[config.mk]
export PLATFORM = sky130hd
export DESIGN_NAME = vector_wb_assembler
export DESIGN_NICKNAME = d
export VERILOG_FILES = /design/src/rtl/vector_wb_assembler.sv
export SDC_FILE = /design/constraint.sdc
export NUM_CORES = 1
export LEC_CHECK = 0
export BUFFER_PORTS_ARGS = -buffer_cell sky130_fd_sc_hd__buf_2
export CAP_MARGIN = 40
export CORE_MARGIN = 1
export CORE_UTILIZATION = 50
export DETAILED_ROUTE_END_ITERATION = 10
export HOLD_SLACK_MARGIN = 0.06
export PLACE_DENSITY = 0.71
export SYNTH_ARGS = -nofsm -noshare
export SYNTH_HDL_FRONTEND = slang
export SYNTH_SLANG_ARGS = --single-unit
[constraint.sdc]
create_clock -name clk -period 8 [get_ports clk]
set_clock_uncertainty 0.15 [all_clocks]
set_input_delay 0.8 -clock clk [delete_from_list [all_inputs] [get_ports clk]]
set_output_delay 0.8 -clock clk [all_outputs]
set_load 0.02 [all_outputs]
[src/rtl/vector_wb_assembler.sv]
// vector_wb_assembler: packs lane results into one 128-bit vector and issues a single-cycle register-file write.
module vector_wb_assembler #(
  parameter int LANES  = 16,
  parameter int LANE_W = 8,
  parameter int ADDR_W = 4
) (
  input  logic                      clk,
  input  logic                      rst_n,
  input  logic                      cmd_valid,
  input  logic [ADDR_W-1:0]         cmd_dest,
  output logic                      cmd_ready,
  input  logic                      lane_valid,
  input  logic [LANE_W-1:0]         lane_data,
  output logic                      lane_ready,
  input  logic                      flush,
  output logic                      wre,
  output logic [ADDR_W-1:0]         a3,
  output logic [LANES*LANE_W-1:0]   wd3,
  output logic                      busy,
  output logic [$clog2(LANES):0]    lane_cnt
);
  localparam int CW = $clog2(LANES) + 1;
  localparam int DW = LANES * LANE_W;
  localparam logic [1:0] IDLE = 2'd0, COLLECT = 2'd1, WRITE = 2'd2;

  logic [1:0]        state_q, state_d;
  logic [ADDR_W-1:0] dest_q, dest_d, a3_q, a3_d;
  logic [DW-1:0]     buf_q, buf_d, wd3_q, wd3_d;
  logic [CW-1:0]     cnt_q, cnt_d;
  logic              accept;

  assign accept = (state_q == COLLECT) && lane_valid;

  always_comb begin
    state_d = state_q;
    dest_d  = dest_q;
    buf_d   = buf_q;
    cnt_d   = cnt_q;
    a3_d    = a3_q;
    wd3_d   = wd3_q;
    if (state_q == IDLE && cmd_valid) begin
      state_d = COLLECT;
      dest_d  = cmd_dest;
      buf_d   = '0;
      cnt_d   = '0;
    end
    for (int i = 0; i < LANES; i++)
      if (accept && cnt_q == CW'(i)) buf_d[i*LANE_W +: LANE_W] = lane_data;
    if (accept) cnt_d = cnt_q + 1'b1;
    // Output registers capture the vector as it enters WRITE so a3/wd3 hold until the next write.
    if (state_q == COLLECT && (flush || (accept && cnt_q == CW'(LANES-1)))) begin
      state_d = WRITE;
      a3_d    = dest_q;
      wd3_d   = buf_d;
    end
    if (state_q == WRITE) state_d = IDLE;
  end

  always_ff @(posedge clk or negedge rst_n) begin
    if (!rst_n) begin
      state_q <= IDLE;
      dest_q  <= '0;
      buf_q   <= '0;
      cnt_q   <= '0;
      a3_q    <= '0;
      wd3_q   <= '0;
    end else begin
      state_q <= state_d;
      dest_q  <= dest_d;
      buf_q   <= buf_d;
      cnt_q   <= cnt_d;
      a3_q    <= a3_d;
      wd3_q   <= wd3_d;
    end
  end

  assign cmd_ready  = state_q == IDLE;
  assign lane_ready = state_q == COLLECT;
  assign busy       = state_q != IDLE;
  assign wre        = state_q == WRITE;
  assign a3         = a3_q;
  assign wd3        = wd3_q;
  assign lane_cnt   = cnt_q;
endmodule

## Word level (Yosys, flattened, before mapping)

Index checks and enable logic that the tools add are counted.

| storage, ports and cells | value |
|---|---|
| register bits after elaboration | 271 |
| input port bits | 17 |
| word-level logic and storage cells | 71 |

| cells by class | value |
|---|---|
| add/subtract/negate cells | 1 |
| equality and inequality tests | 17 |
| muxes and demuxes | 22 |
| reduce and logical (&&, ||, !) cells | 25 |

Operators with widths:

| cell | count |
|---|---|
| $mux W128 | 1 |
| $mux W8 | 16 |
| $eq A5 B4 Y1 const B | 8 |
| $eq A5 B3 Y1 const B | 4 |
| $logic_and A1 B1 Y1 | 19 |
| $eq A5 B2 Y1 const B | 2 |
| $mux W5 | 2 |
| $mux W2 | 3 |
| $add A5 B1 Y5 const B | 1 |
| $eq A5 B1 Y1 const B | 1 |
| $logic_not A5 Y1 | 1 |
| $reduce_bool A2 Y1 | 2 |
| $reduce_bool A3 Y1 | 1 |
| $eq A2 B1 Y1 const B | 1 |
| $eq A2 B2 Y1 const B | 1 |
| $logic_not A2 Y1 | 1 |
| $logic_or A1 B1 Y1 | 1 |

## Longest topological paths before layout

Gate-level depths: netlist of run 1.

| depth | value |
|---|---|
| word-level depth | 7 |
| gate-level depth with buffers | 11 |
| mapped depth without buffers | 6 |

## Worst setup path after synthesis of run 1

OpenSTA, ideal clock, no wires.

| timing path | value |
|---|---|
| kind | flip-flop to flip-flop |
| start point | register cnt_q[0] (netlist: lane_cnt[0]) |
| end point | register a3_q[0] (netlist: a3[0]) |
| setup time | 0.128 ns |
| arrival time | 2.532 ns |
| required time | 7.722 ns |
| slack | 5.190 ns |
| stages on the path, launching flop included | 11 |
| buffers on the path | 4 |
| period minus slack after synthesis | 2.810 ns |
| cell sequence | dfrtp_1 ha_1 clkbuf_1 clkbuf_1 and3_1 ha_1 a21o_1 and2_1 buf_2 buf_4 mux2_1 |

| between the ends | value |
|---|---|
| word-level cells in the longest chain between the ends | 4 |

Ends and longest elaborated chain:

| what | RTL line | RTL |
|---|---|---|
| start, declared | 29 | `logic [CW-1:0] cnt_q, cnt_d;` |
| start signal, assigned | 71 | `cnt_q <= cnt_d;` |
| $eq A5 B4 Y1 | 51 | `if (state_q == COLLECT && (flush \|\| (accept && cnt_q == CW'(LANES-1)))) begin` |
| $logic_and A1 B1 Y1 | 51 |  |
| $logic_or A1 B1 Y1 | 51 |  |
| $logic_and A1 B1 Y1 | 51 |  |
| end signal, assigned | 65 | `a3_q <= '0;` |
| end signal, assigned | 72 | `a3_q <= a3_d;` |
| end, declared | 27 | `logic [ADDR_W-1:0] dest_q, dest_d, a3_q, a3_d;` |

No other way between the ends.
A chain may end at the register's enable or synchronous reset.

## Worst setup path after layout of run 1

| timing path | value |
|---|---|
| start point | register cnt_q[0] (netlist: lane_cnt[0]) |
| end point | register wd3_q[67] (netlist: wd3[67]) |

| between the ends | value |
|---|---|
| word-level cells in the longest chain between the ends | 4 |
| elaborated cells between the ends (all ways) | 7 |

Ends and longest elaborated chain:

| what | RTL line | RTL |
|---|---|---|
| $eq A5 B4 Y1 | 51 |  |
| $logic_and A1 B1 Y1 | 51 |  |
| $logic_or A1 B1 Y1 | 51 |  |
| $logic_and A1 B1 Y1 | 51 |  |
| end signal, assigned | 73 | `wd3_q <= wd3_d;` |
| end, declared | 28 | `logic [DW-1:0] buf_q, buf_d, wd3_q, wd3_d;` |

Several ways; a longest one is shown, not always the timed one.

==> flow_metrics.env, run 1 <==
export IMPL_max_freq_mhz=247.2
export IMPL_period_needed_ns=4.045
export IMPL_grt_use_met2_pct=42.22
export IMPL_grt_total_usage_pct=28.37
export IMPL_grt_pass1_wl_um=53230
export IMPL_regArea_um2=6782
export IMPL_cp_start_kind="register"
export IMPL_synth_top_cell_by_area="dfrtp_1"
export IMPL_synth_mux_area_share_pct=0.4650
export IMPL_vias=9667
export IMPL_core_area_um2=22920
export IMPL_cts_tree="yes"
export IMPL_yosysMostFrequentCell="dfrtp_1"
export IMPL_clk_latency_ns=0.53
export IMPL_numCtsBuffers=27
export IMPL_ys_async_sr_fraction_pct=100.0
export IMPL_synth_avg_cell_area_um2=10.53
export IMPL_die_w_um=155.9
export IMPL_post_cts_buffers=0
export IMPL_setup_worst_path_class="register to register"
export IMPL_synth_top_family_by_area="compound AO/OA/AOI/OAI gates"
export IMPL_slew_headroom_pct=25.72
export IMPL_setup_slack_ns=3.955
export IMPL_critPathCaptureType="register"
export IMPL_drive_gt1_share_pct=21.43
export IMPL_grt_overflow=0
export IMPL_ys_types=41
export IMPL_viasPerCell=6.257
export IMPL_wl_per_cell_um=22.10
export IMPL_grt_antenna_before_repair=0
export IMPL_setup_viol=0
export IMPL_rsz0062_at_grt="false"
export IMPL_synthXorXnorAreaFrac_pct=0
export IMPL_drtPass1Iterations=5
export IMPL_cts_root_buffer="clkbuf_16"
export IMPL_hold_viol=0
export IMPL_power_density_nw_per_um2=408.5
export IMPL_grt_util_met3_pct=5.333
export IMPL_syn_inst=1124
export IMPL_tightest_slew_ns=1.114
export IMPL_layout_nets=1234
export IMPL_use_met1_pct=41.66
export IMPL_synth_common_cells="dfrtp_1, nand2_1, a21oi_1"
export IMPL_syn_to_final_growth_pct=14.88
export IMPL_pre_cts_ws_ns=4.051
export IMPL_grt_pass1_vias=9119
export IMPL_seq_area_frac_synth_pct=57.28
export IMPL_io_buffers=157
export IMPL_cts_resized=0
export IMPL_drv_cap=0
export IMPL_grt_max_degree=192
export IMPL_clk_pin_slew_ns=0.07
export IMPL_synth_fa_ha_area_share_pct=0.5284
export IMPL_synthFlopType="dfrtp_1"
export IMPL_post_route_period_util_pct=50.56
export IMPL_fillers=1925
export IMPL_yosys_area_share_simple_pct=14.62
export IMPL_ys_seq_elements=271
export IMPL_antenna_left=0
export IMPL_synth_edff_count=0
export IMPL_synth_fp_nets=1146
export IMPL_diodes=0
export IMPL_die_y_um=155.9
export IMPL_dr_first_iter_drc_count=1005
export IMPL_ys_warnings_count=0
export IMPL_synth_compound_area_share_pct=21.97
export IMPL_yosys_top_cells_area="dfrtp_1, a31oi_1, nand2_1, a21oi_1, or3_1"
export IMPL_dieArea_um2=24300
export IMPL_start_util_pct=51.66
export IMPL_crit_required_ns=8.24
export IMPL_yosysTopAreaCellShare_pct=57.28
export IMPL_wirelength_um=34140
export IMPL_crit_fanout=63
export IMPL_multi_input_area_um2=4481
export IMPL_drv_slew=0
export IMPL_worstHoldPathType="input port to async pin"
export IMPL_busiest_layer="met2"
export IMPL_dp_hpwl_um=21390
export IMPL_setup_tns_ns=0
export IMPL_cts_htree_levels=1
export IMPL_clock_path_buffers=3
export IMPL_clkSinkCount=271
export IMPL_peakVddDrop_v=0.0003096
export IMPL_hold_buffers=0
export IMPL_status="finished clean"
export IMPL_crit_arrival_ns=4.29
export IMPL_io_pins=158
export IMPL_leakage_uw=0.006515
export IMPL_core_rowCount=55
export IMPL_syn_cell_area_um2=11840
export IMPL_gp_congestion=0.8250
export IMPL_drc_errors=0
metrics by stage:
stage                     total power (uW)  util [%]  hold slack (ns)  cell area [um^2]  cells
final                                 5555     59.35           0.1015             13600   1545
after global routing                  5825     59.35           0.1538             13600   1545
after CTS                             5557     59.35           0.1306             13600   1545
after detailed placement              4236     55.32           0.3117             12680   1496
after global placement                4152     54.73           0.3034             12540   1490
after floorplan                       3463         -           0.2909             11840   1124
placed cells by master, fill, tap and decap left out, drive strengths merged, types with 2 or more instances in the layout:
| cell type | synthesis | routed |
|---|---|---|
| o211ai | 121 | 121 |
| clkbuf | 61 | 39 |
| a21oi | 129 | 129 |
| nor2b | 4 | 4 |
| or3b | 5 | 5 |
| nand3b | 9 | 9 |
| bufinv | 0 | 4 |
| and2 | 2 | 2 |
| dfrtp | 271 | 271 |
| nand3 | 14 | 14 |
| inv | 5 | 5 |
| buf | 51 | 171 |
| clkinv | 0 | 5 |
| ha | 5 | 5 |
| nand2b | 2 | 2 |
| mux2 | 4 | 4 |
| nand4 | 21 | 21 |
| nor2 | 4 | 4 |
| or3 | 99 | 99 |
| nand2 | 175 | 175 |
| a31oi | 128 | 128 |
state kept, by name, indices dropped and copies added, names as in the netlist:
signal	flops
state_q	2
buf_q	128
a3	4
dest_q	4
wd3	128
lane_cnt	5
critical path: stages, from the launching register on:
cell and delay, ns:
dfrtp_1 0.45, ha_1 0.63, and3_1 0.25, ha_1 0.22
a21o_4 0.58, and2_4 0.69, buf_4 0.38, buf_16 0.28
a31oi_1 0.13
path summary, 6_finish.rpt:
| kind | slack (ns) | start | to | cells after the start |
|---|---|---|---|---|
| max in group asynchronous | 6.14 | rst_n | lane_cnt[3] | 2 |
| max reg2reg | 3.96 | lane_cnt[0] | wd3[67] | 8 |
| min reg2reg | 0.32 | dest_q[3] | dest_q[3] | 2 |
| max | 3.96 | lane_cnt[0] | wd3[67] | 8 |
| min in group clk | 0.31 | cmd_dest[3] | dest_q[3] | 3 |
| min | 0.10 | rst_n | wd3[64] | 1 |
power breakdown:
part	total (uW)	switching (uW)	internal, uW
logic	2140	1490	652
registers	2090	295	1800
clock network	1320	527	796
total	5560	2310	3250
kinds of logic (layout without fill, tap and decap cells):
| family | count (synthesis) | in the layout |
|---|---|---|
| AO/OA/AOI/OAI | 384 | 384 |
| AND/OR/NAND/NOR | 342 | 342 |
| flip-flops | 271 | 271 |
| buffers and inverters | 117 | 225 |
| adder cells (fa/ha/maj) | 5 | 5 |
| multiplexers | 5 | 5 |
cell type report:
cell class / instances / share of cell area (%)
tap: 313 / 2.879
multi-input combinational: 736 / 32.94
clock inverter: 10 / 1.122
timing repair buffer: 171 / 7.387
inverter: 5 / 0.1380
sequential: 271 / 49.86
clock buffer: 39 / 5.667
metal layers:
metal | vias up | wire [um]
li1 | 4338 | -
met1 | 4869 | 14800
met2 | 399 | 15580
met3 | 61 | 2611
met4 | 0 | 1144
met5 | - | 0
Note: power is estimated with default switching activity, not from simulation.
==> run 2: changes to the inputs <==
--- a/config.mk
+++ b/config.mk
@@ -5,13 +5,14 @@
 export SDC_FILE = /design/constraint.sdc
 export NUM_CORES = 1
 export LEC_CHECK = 0
+export ABC_AREA = 1
 export BUFFER_PORTS_ARGS = -buffer_cell sky130_fd_sc_hd__buf_2
 export CAP_MARGIN = 40
 export CORE_MARGIN = 1
 export CORE_UTILIZATION = 50
 export DETAILED_ROUTE_END_ITERATION = 10
 export HOLD_SLACK_MARGIN = 0.06
-export PLACE_DENSITY = 0.71
+export PLACE_DENSITY = 0.74
 export SYNTH_ARGS = -nofsm -noshare
 export SYNTH_HDL_FRONTEND = slang
 export SYNTH_SLANG_ARGS = --single-unit
==> constraint.sdc (replaced) <==
create_clock -name clk -period 3.58 [get_ports clk]
set_clock_uncertainty 0.15 [all_clocks]
set_input_delay 0.358 -clock clk [delete_from_list [all_inputs] [get_ports clk]]
set_output_delay 0.358 -clock clk [all_outputs]
set_load 0.02 [all_outputs]
==> run 2 against run 1 <==
Compared with the run above:
- synthesized area down 0.90%
- combinational power down 93%
- critical path depth up 2
- fmax up 51%
- via count down 1.8%
- non-clock buffer count up 12
- die area down 0.89%
- global-route usage down 3.8 points
- first-iteration DRC count down 15%
- worst setup slack worse by 3.1 ns
- cell count up 18%
- highest routed layer unchanged
==> flow_metrics.env, run 2 <==
export IMPL_whs_ns=0.1635
export IMPL_crit_arrival_ns=3.00
export IMPL_power_density_nw_per_um2=456.0
export IMPL_drv_slew=0
export IMPL_cts_tree="yes"
export IMPL_cp_cell_sequence="ha_1 -> inv_1 -> nor2_1 -> ha_1 -> nand3_4 -> nand2_4 -> inv_4 -> buf_4 -> nand2_1 -> nand2_1"
export IMPL_grt_antenna_before_repair=0
export IMPL_synth_top_cell_by_area="dfrtp_1"
export IMPL_fillers=2001
export IMPL_cts_htree_levels=1
export IMPL_synth_common_cells="nand2_1, dfrtp_1, nand3_1"
export IMPL_die_w_um=155.2
export IMPL_gp_congestion=0.7996
export IMPL_cts_resized=0
export IMPL_ys_seq_elements=271
export IMPL_core_rowCount=55
export IMPL_slew_headroom_pct=39.96
export IMPL_syn_to_final_growth_pct=18.41
export IMPL_cts_root_buffer="clkbuf_16"
export IMPL_hold_buffers=9
export IMPL_core_area_um2=22850
export IMPL_viasPerCell=5.194
export IMPL_period_needed_ns=2.678
export IMPL_grt_pass1_wl_um=47650
export IMPL_crit_fanout=50
export IMPL_wl_per_cell_um=15.77
export IMPL_slowest_delay_ns=0.43
export IMPL_drive_gt1_share_pct=16.24
export IMPL_synthFlopType="dfrtp_1"
export IMPL_drc_errors=0
export IMPL_post_cts_buffers=0
export IMPL_final_cell_mix="nand2_1, dfrtp_1, nand3_1, buf_2, and2_1"
export IMPL_peakVddDrop_v=0.0002712
export IMPL_yosysMostFrequentCell="nand2_1"
export IMPL_cp_num_buf_inv=3
export IMPL_drv_cap=0
export IMPL_ys_warnings_count=0
export IMPL_clkSinkCount=271
export IMPL_dieArea_um2=24080
export IMPL_setup_worst_path_class="register to register"
export IMPL_ys_async_sr_fraction_pct=100.0
export IMPL_crit_required_ns=3.90
export IMPL_finalNonFillerCells=1828
export IMPL_worstHoldPathType="input port to register"
export IMPL_start_util_pct=51.35
export IMPL_dr_first_iter_drc_count=857
export IMPL_yosys_top_cells_area="dfrtp_1, nand2_1, nand3_1, and2_1, buf_2"
export IMPL_wirelength_um=28820
export IMPL_grt_pass1_vias=9080
export IMPL_setup_tns_ns=0
export IMPL_cp_top_family="buffers and inverters"
export IMPL_synth_fp_nets=1370
export IMPL_placed_area_um2=12800
export IMPL_pre_cts_ws_ns=0.9633
export IMPL_io_pins=158
export IMPL_antenna_left=0
export IMPL_diodes=0
export IMPL_critPathCaptureType="register"
export IMPL_slowest_stage="dfrtp_1"
export IMPL_yosysTopAreaCellShare_pct=57.80
export IMPL_grt_total_usage_pct=24.61
export IMPL_syn_cell_area_um2=11730
export IMPL_syn_inst=1348
export IMPL_tightest_slew_ns=0.8996
export IMPL_seq_area_frac_synth_pct=57.80
export IMPL_clock_path_buffers=3
export IMPL_io_buffers=157
export IMPL_layout_nets=1516
export IMPL_synth_avg_cell_area_um2=8.704
export IMPL_setup_viol=0
export IMPL_hold_viol=0
export IMPL_vias=9494
export IMPL_clk_latency_ns=0.53
export IMPL_numCtsBuffers=28
export IMPL_synth_edff_count=0
export IMPL_leakage_uw=0.008039
export IMPL_rsz0062_at_grt="false"
export IMPL_die_y_um=155.2
export IMPL_grt_max_degree=134
export IMPL_max_freq_mhz=373.4
export IMPL_layout_commonest_cell="nand2_1"
export IMPL_status="finished clean"
export IMPL_setup_slack_ns=0.9021
export IMPL_design_area_um2=13890
export IMPL_drtPass1Iterations=5
export IMPL_grt_overflow=0
export IMPL_post_route_period_util_pct=74.80
export IMPL_ys_types=21
export IMPL_r2r_setup_slack_ns=0.90
export IMPL_clk_pin_slew_ns=0.06
export IMPL_dp_hpwl_um=17310
export IMPL_cp_start_kind="register"
export IMPL_placedCellCount=1768
-- run 2: cell type report --
cell class	count	area (um^2)	area share, %
Clock inverter	13	173.9	1.252
Timing Repair Buffer	183	1131	8.142
Tap cell	313	391.6	2.819
Multi-Input combinational cell	990	4507	32.44
Inverter	20	77.57	0.5584
Clock buffer	38	829.5	5.971
Sequential cell	271	6782	48.82
-- run 2: path summary, 6_finish.rpt --
kind	cells after the start	end	startpoint
min in group asynchronous	2	wd3[105]	rst_n
worst max register to register	10	wd3[7]	lane_cnt[0]
max in group asynchronous	3	wd3[51]	rst_n
worst min register to register	2	dest_q[2]	dest_q[2]
worst min-delay path	5	wd3[125]	lane_valid
worst max-delay path	10	wd3[7]	lane_cnt[0]
-- run 2: worst register-to-register path: stages (launching register included) --
cell and delay (ns):
dfrtp_1 0.43, ha_1 0.26, inv_1 0.09, nor2_1 0.05, ha_1 0.32, nand3_4 0.20
nand2_4 0.09, inv_4 0.41, buf_4 0.43, nand2_1 0.11, nand2_1 0.08
-- run 2: cell families after synthesis --
group / count (synthesis) / share of synthesized area [%]
adder cells (fa/ha/maj): 5 / 0.5332
AND/OR/NAND/NOR: 978 / 37.46
flip-flops: 271 / 57.80
buffers and inverters: 87 / 3.893
AO/OA/AOI/OAI: 7 / 0.3092
-- run 2: power by group --
part	internal [uW]	switching, uW	total [uW]
logic	32.3	124	156
registers	3060	3.18	3070
clock network	1910	1200	3110
-- run 2: layer usage --
| layer | track usage, % | share of wire [%] |
|---|---|---|
| met4 | 4.622 | 1.0 |
| met3 | 3.287 | 5.7 |
| met5 | 0 | 0 |
| met2 | 39.15 | 47 |
| met1 | 36.48 | 46 |
-- run 2: through the flow --
stage	power (uW)	utilization [%]
2_1_floorplan	3159	-
3_3_place_gp	3268	55.65
3_5_place_dp	3280	56.02
4_1_cts	6386	60.81
5_1_grt	6524	60.81
6_report	6334	60.81
==> run 3: changes to the inputs <==
--- a/config.mk
+++ b/config.mk
@@ -12,7 +12,7 @@
 export CORE_UTILIZATION = 50
 export DETAILED_ROUTE_END_ITERATION = 10
 export HOLD_SLACK_MARGIN = 0.06
-export PLACE_DENSITY = 0.74
+export PLACE_DENSITY = 0.71
 export SYNTH_ARGS = -nofsm -noshare
 export SYNTH_HDL_FRONTEND = slang
 export SYNTH_SLANG_ARGS = --single-unit
==> constraint.sdc (replaced) <==
create_clock -name clk -period 2.53 [get_ports clk]
set_clock_uncertainty 0.15 [all_clocks]
set_input_delay 0.253 -clock clk [delete_from_list [all_inputs] [get_ports clk]]
set_output_delay 0.253 -clock clk [all_outputs]
set_load 0.02 [all_outputs]
==> run 3 against run 2 <==
Compared with the run above:
- sequential power grew 41%
- via count decreased by 0.16%
- highest routed layer unchanged
- total power up 41%
- non-clock buffer count increased by 18
- global-route usage is 0.18 points higher
- critical path depth fell by 2
- critical endpoint is now wd3[20]
- routed wire length is 1.5% higher
==> flow_metrics.env, run 3 (synthesis results as in run 2) <==
export IMPL_busiest_layer="met2"
export IMPL_p_seq_share_pct=48.6
export IMPL_drv_cap=0
export IMPL_cts_resized=0
export IMPL_grt_total_usage_pct=24.79
export IMPL_gp_congestion=0.7854
export IMPL_crit_required_ns=2.85
export IMPL_reg2reg_depth=8
export IMPL_clock_path_buffers=3
export IMPL_r2r_start="lane_cnt[0]"
export IMPL_hold_depth=5
export IMPL_worstHoldPathType="input port to register"
export IMPL_r2r_setup_slack_ns=0.35
export IMPL_dieArea_um2=24080
export IMPL_crit_arrival_ns=2.51
export IMPL_reg2reg_to="wd3[20]"
export IMPL_setup_worst_path_class="register to register"
export IMPL_status="finished clean"
export IMPL_die_y_um=155.2
export IMPL_drive_gt1_share_pct=17.04
export IMPL_p_clk_share_pct=48.9
export IMPL_slowest_delay_ns=0.43
export IMPL_grt_pass1_wl_um=47560
export IMPL_drv_slew=0
export IMPL_comb_power_share_pct=2.5
export IMPL_hold_buffers=10
export IMPL_cp_top_family="simple AND/OR/NAND/NOR gates"
export IMPL_use_met1_pct=36.75
export IMPL_wirelength_um=29260
export IMPL_regArea_um2=6782
export IMPL_hold_viol=0
export IMPL_clkSinkCount=271
export IMPL_post_cts_buffers=0
export IMPL_power_density_nw_per_um2=636.4
export IMPL_fillers=2030
export IMPL_p_sw_uw=1878
export IMPL_layout_commonest_cell="nand2_1"
export IMPL_setup_viol=0
export IMPL_setup_slack_ns=0.3451
export IMPL_pre_cts_ws_ns=0.3884
export IMPL_grt_pass1_vias=8994
export IMPL_max_freq_mhz=457.7
export IMPL_crit_fanout=9
export IMPL_final_util_pct=61.46
export IMPL_cp_cell_sequence="inv_1 -> ha_1 -> nand2_1 -> nor2_2 -> nand2_1 -> nand2_1 -> nand3_1 -> nand2_1"
export IMPL_drtPass1Iterations=5
export IMPL_grt_max_degree=82
export IMPL_multi_input_area_um2=4507
export IMPL_start_util_pct=51.35
export IMPL_critPathCaptureType="register"
export IMPL_rsz0062_at_grt="false"
export IMPL_peakVddDrop_v=0.0004474
export IMPL_antenna_left=0
export IMPL_core_area_um2=22850
export IMPL_period_needed_ns=2.185
export IMPL_syn_to_final_growth_pct=19.68
export IMPL_core_rowCount=55
export IMPL_die_w_um=155.2
export IMPL_grt_antenna_before_repair=0
export IMPL_cts_htree_levels=1
export IMPL_clk_pin_slew_ns=0.06
export IMPL_final_cell_mix="nand2_1, dfrtp_1, nand3_1, buf_2, and2_1"
export IMPL_layout_nets=1534
export IMPL_grt_use_met2_pct=38.61
export IMPL_p_int_uw=7059
export IMPL_cp_num_buf_inv=1
export IMPL_vias=9479
export IMPL_switching_share_pct=21.01
export IMPL_crit_top_cell="nand2_1"
export IMPL_setup_tns_ns=0
export IMPL_diodes=0
export IMPL_whs_ns=0.1231
export IMPL_cts_tree="yes"
export IMPL_min_delay_start="flush"
export IMPL_drc_errors=0
export IMPL_dp_hpwl_um=17730
export IMPL_post_route_period_util_pct=86.36
export IMPL_slowest_stage="dfrtp_1"
export IMPL_leakage_uw=0.008134
export IMPL_tightest_slew_ns=0.8787
export IMPL_whs_endpoint="state_q[1]"
export IMPL_grt_overflow=0
export IMPL_viasPerCell=5.138
export IMPL_wl_per_cell_um=15.86
export IMPL_numCtsBuffers=28
export IMPL_clk_latency_ns=0.54
export IMPL_grt_util_met3_pct=3.733
export IMPL_cp_start_kind="register"
export IMPL_io_pins=158
export IMPL_dr_first_iter_drc_count=728
export IMPL_io_buffers=157
export IMPL_cts_root_buffer="clkbuf_16"
export IMPL_slew_headroom_pct=41.36
-- run 3: how the worst max path moves through the flow --
stage                     depth (start not counted)       end         from
after CTS                                        10  wd3[125]  lane_cnt[0]
final                                             8   wd3[20]  lane_cnt[0]
after global routing                             10   wd3[19]  lane_cnt[0]
after global placement                            8   wd3[19]  lane_cnt[0]
after floorplan                                  12   wd3[62]  lane_cnt[1]
after detailed placement                         10   wd3[21]  lane_cnt[0]
-- run 3: worst min-delay path, cell delays in order --
cell,delay (ns)
buf_2,0.08
nand2_1,0.09
nand2_4,0.14
inv_4,0.11
o21ai_0,0.09
-- run 3: metal layers --
layer	wire length, um	up-vias
met5	0	-
met4	521	0
met3	1774	44
met2	13530	268
met1	13430	4545
li1	-	4622
-- run 3: power groups by stage --
stage / Combinational (uW) / Sequential, uW / Clock, uW
finish: 222 / 4340 / 4370
global route: 247 / 4340 / 4630
detailed placement: 221 / 4420 / 0
global placement: 220 / 4420 / 0
CTS: 229 / 4340 / 4450
floorplan: 44.4 / 4430 / 0
-- run 3: through the flow --
| step | cells | cell area, um^2 | power (uW) |
|---|---|---|---|
| after floorplan | 1348 | 11730 | 4470 |
| after global placement | 1785 | 12950 | 4640 |
| after detailed placement | 1785 | 12950 | 4642 |
| after CTS | 1845 | 14040 | 9020 |
| after global routing | 1845 | 14040 | 9216 |
| final | 1845 | 14040 | 8936 |
-- run 3: layout make-up --
| cell class | instances | area share (%) |
|---|---|---|
| clock inverters | 8 | 0.8555 |
| multi-input cells | 990 | 32.10 |
| flip-flops and latches | 271 | 48.30 |
| clock buffers | 42 | 6.229 |
| inverters | 20 | 0.5525 |
| repair buffers | 201 | 9.178 |
| well taps | 313 | 2.789 |
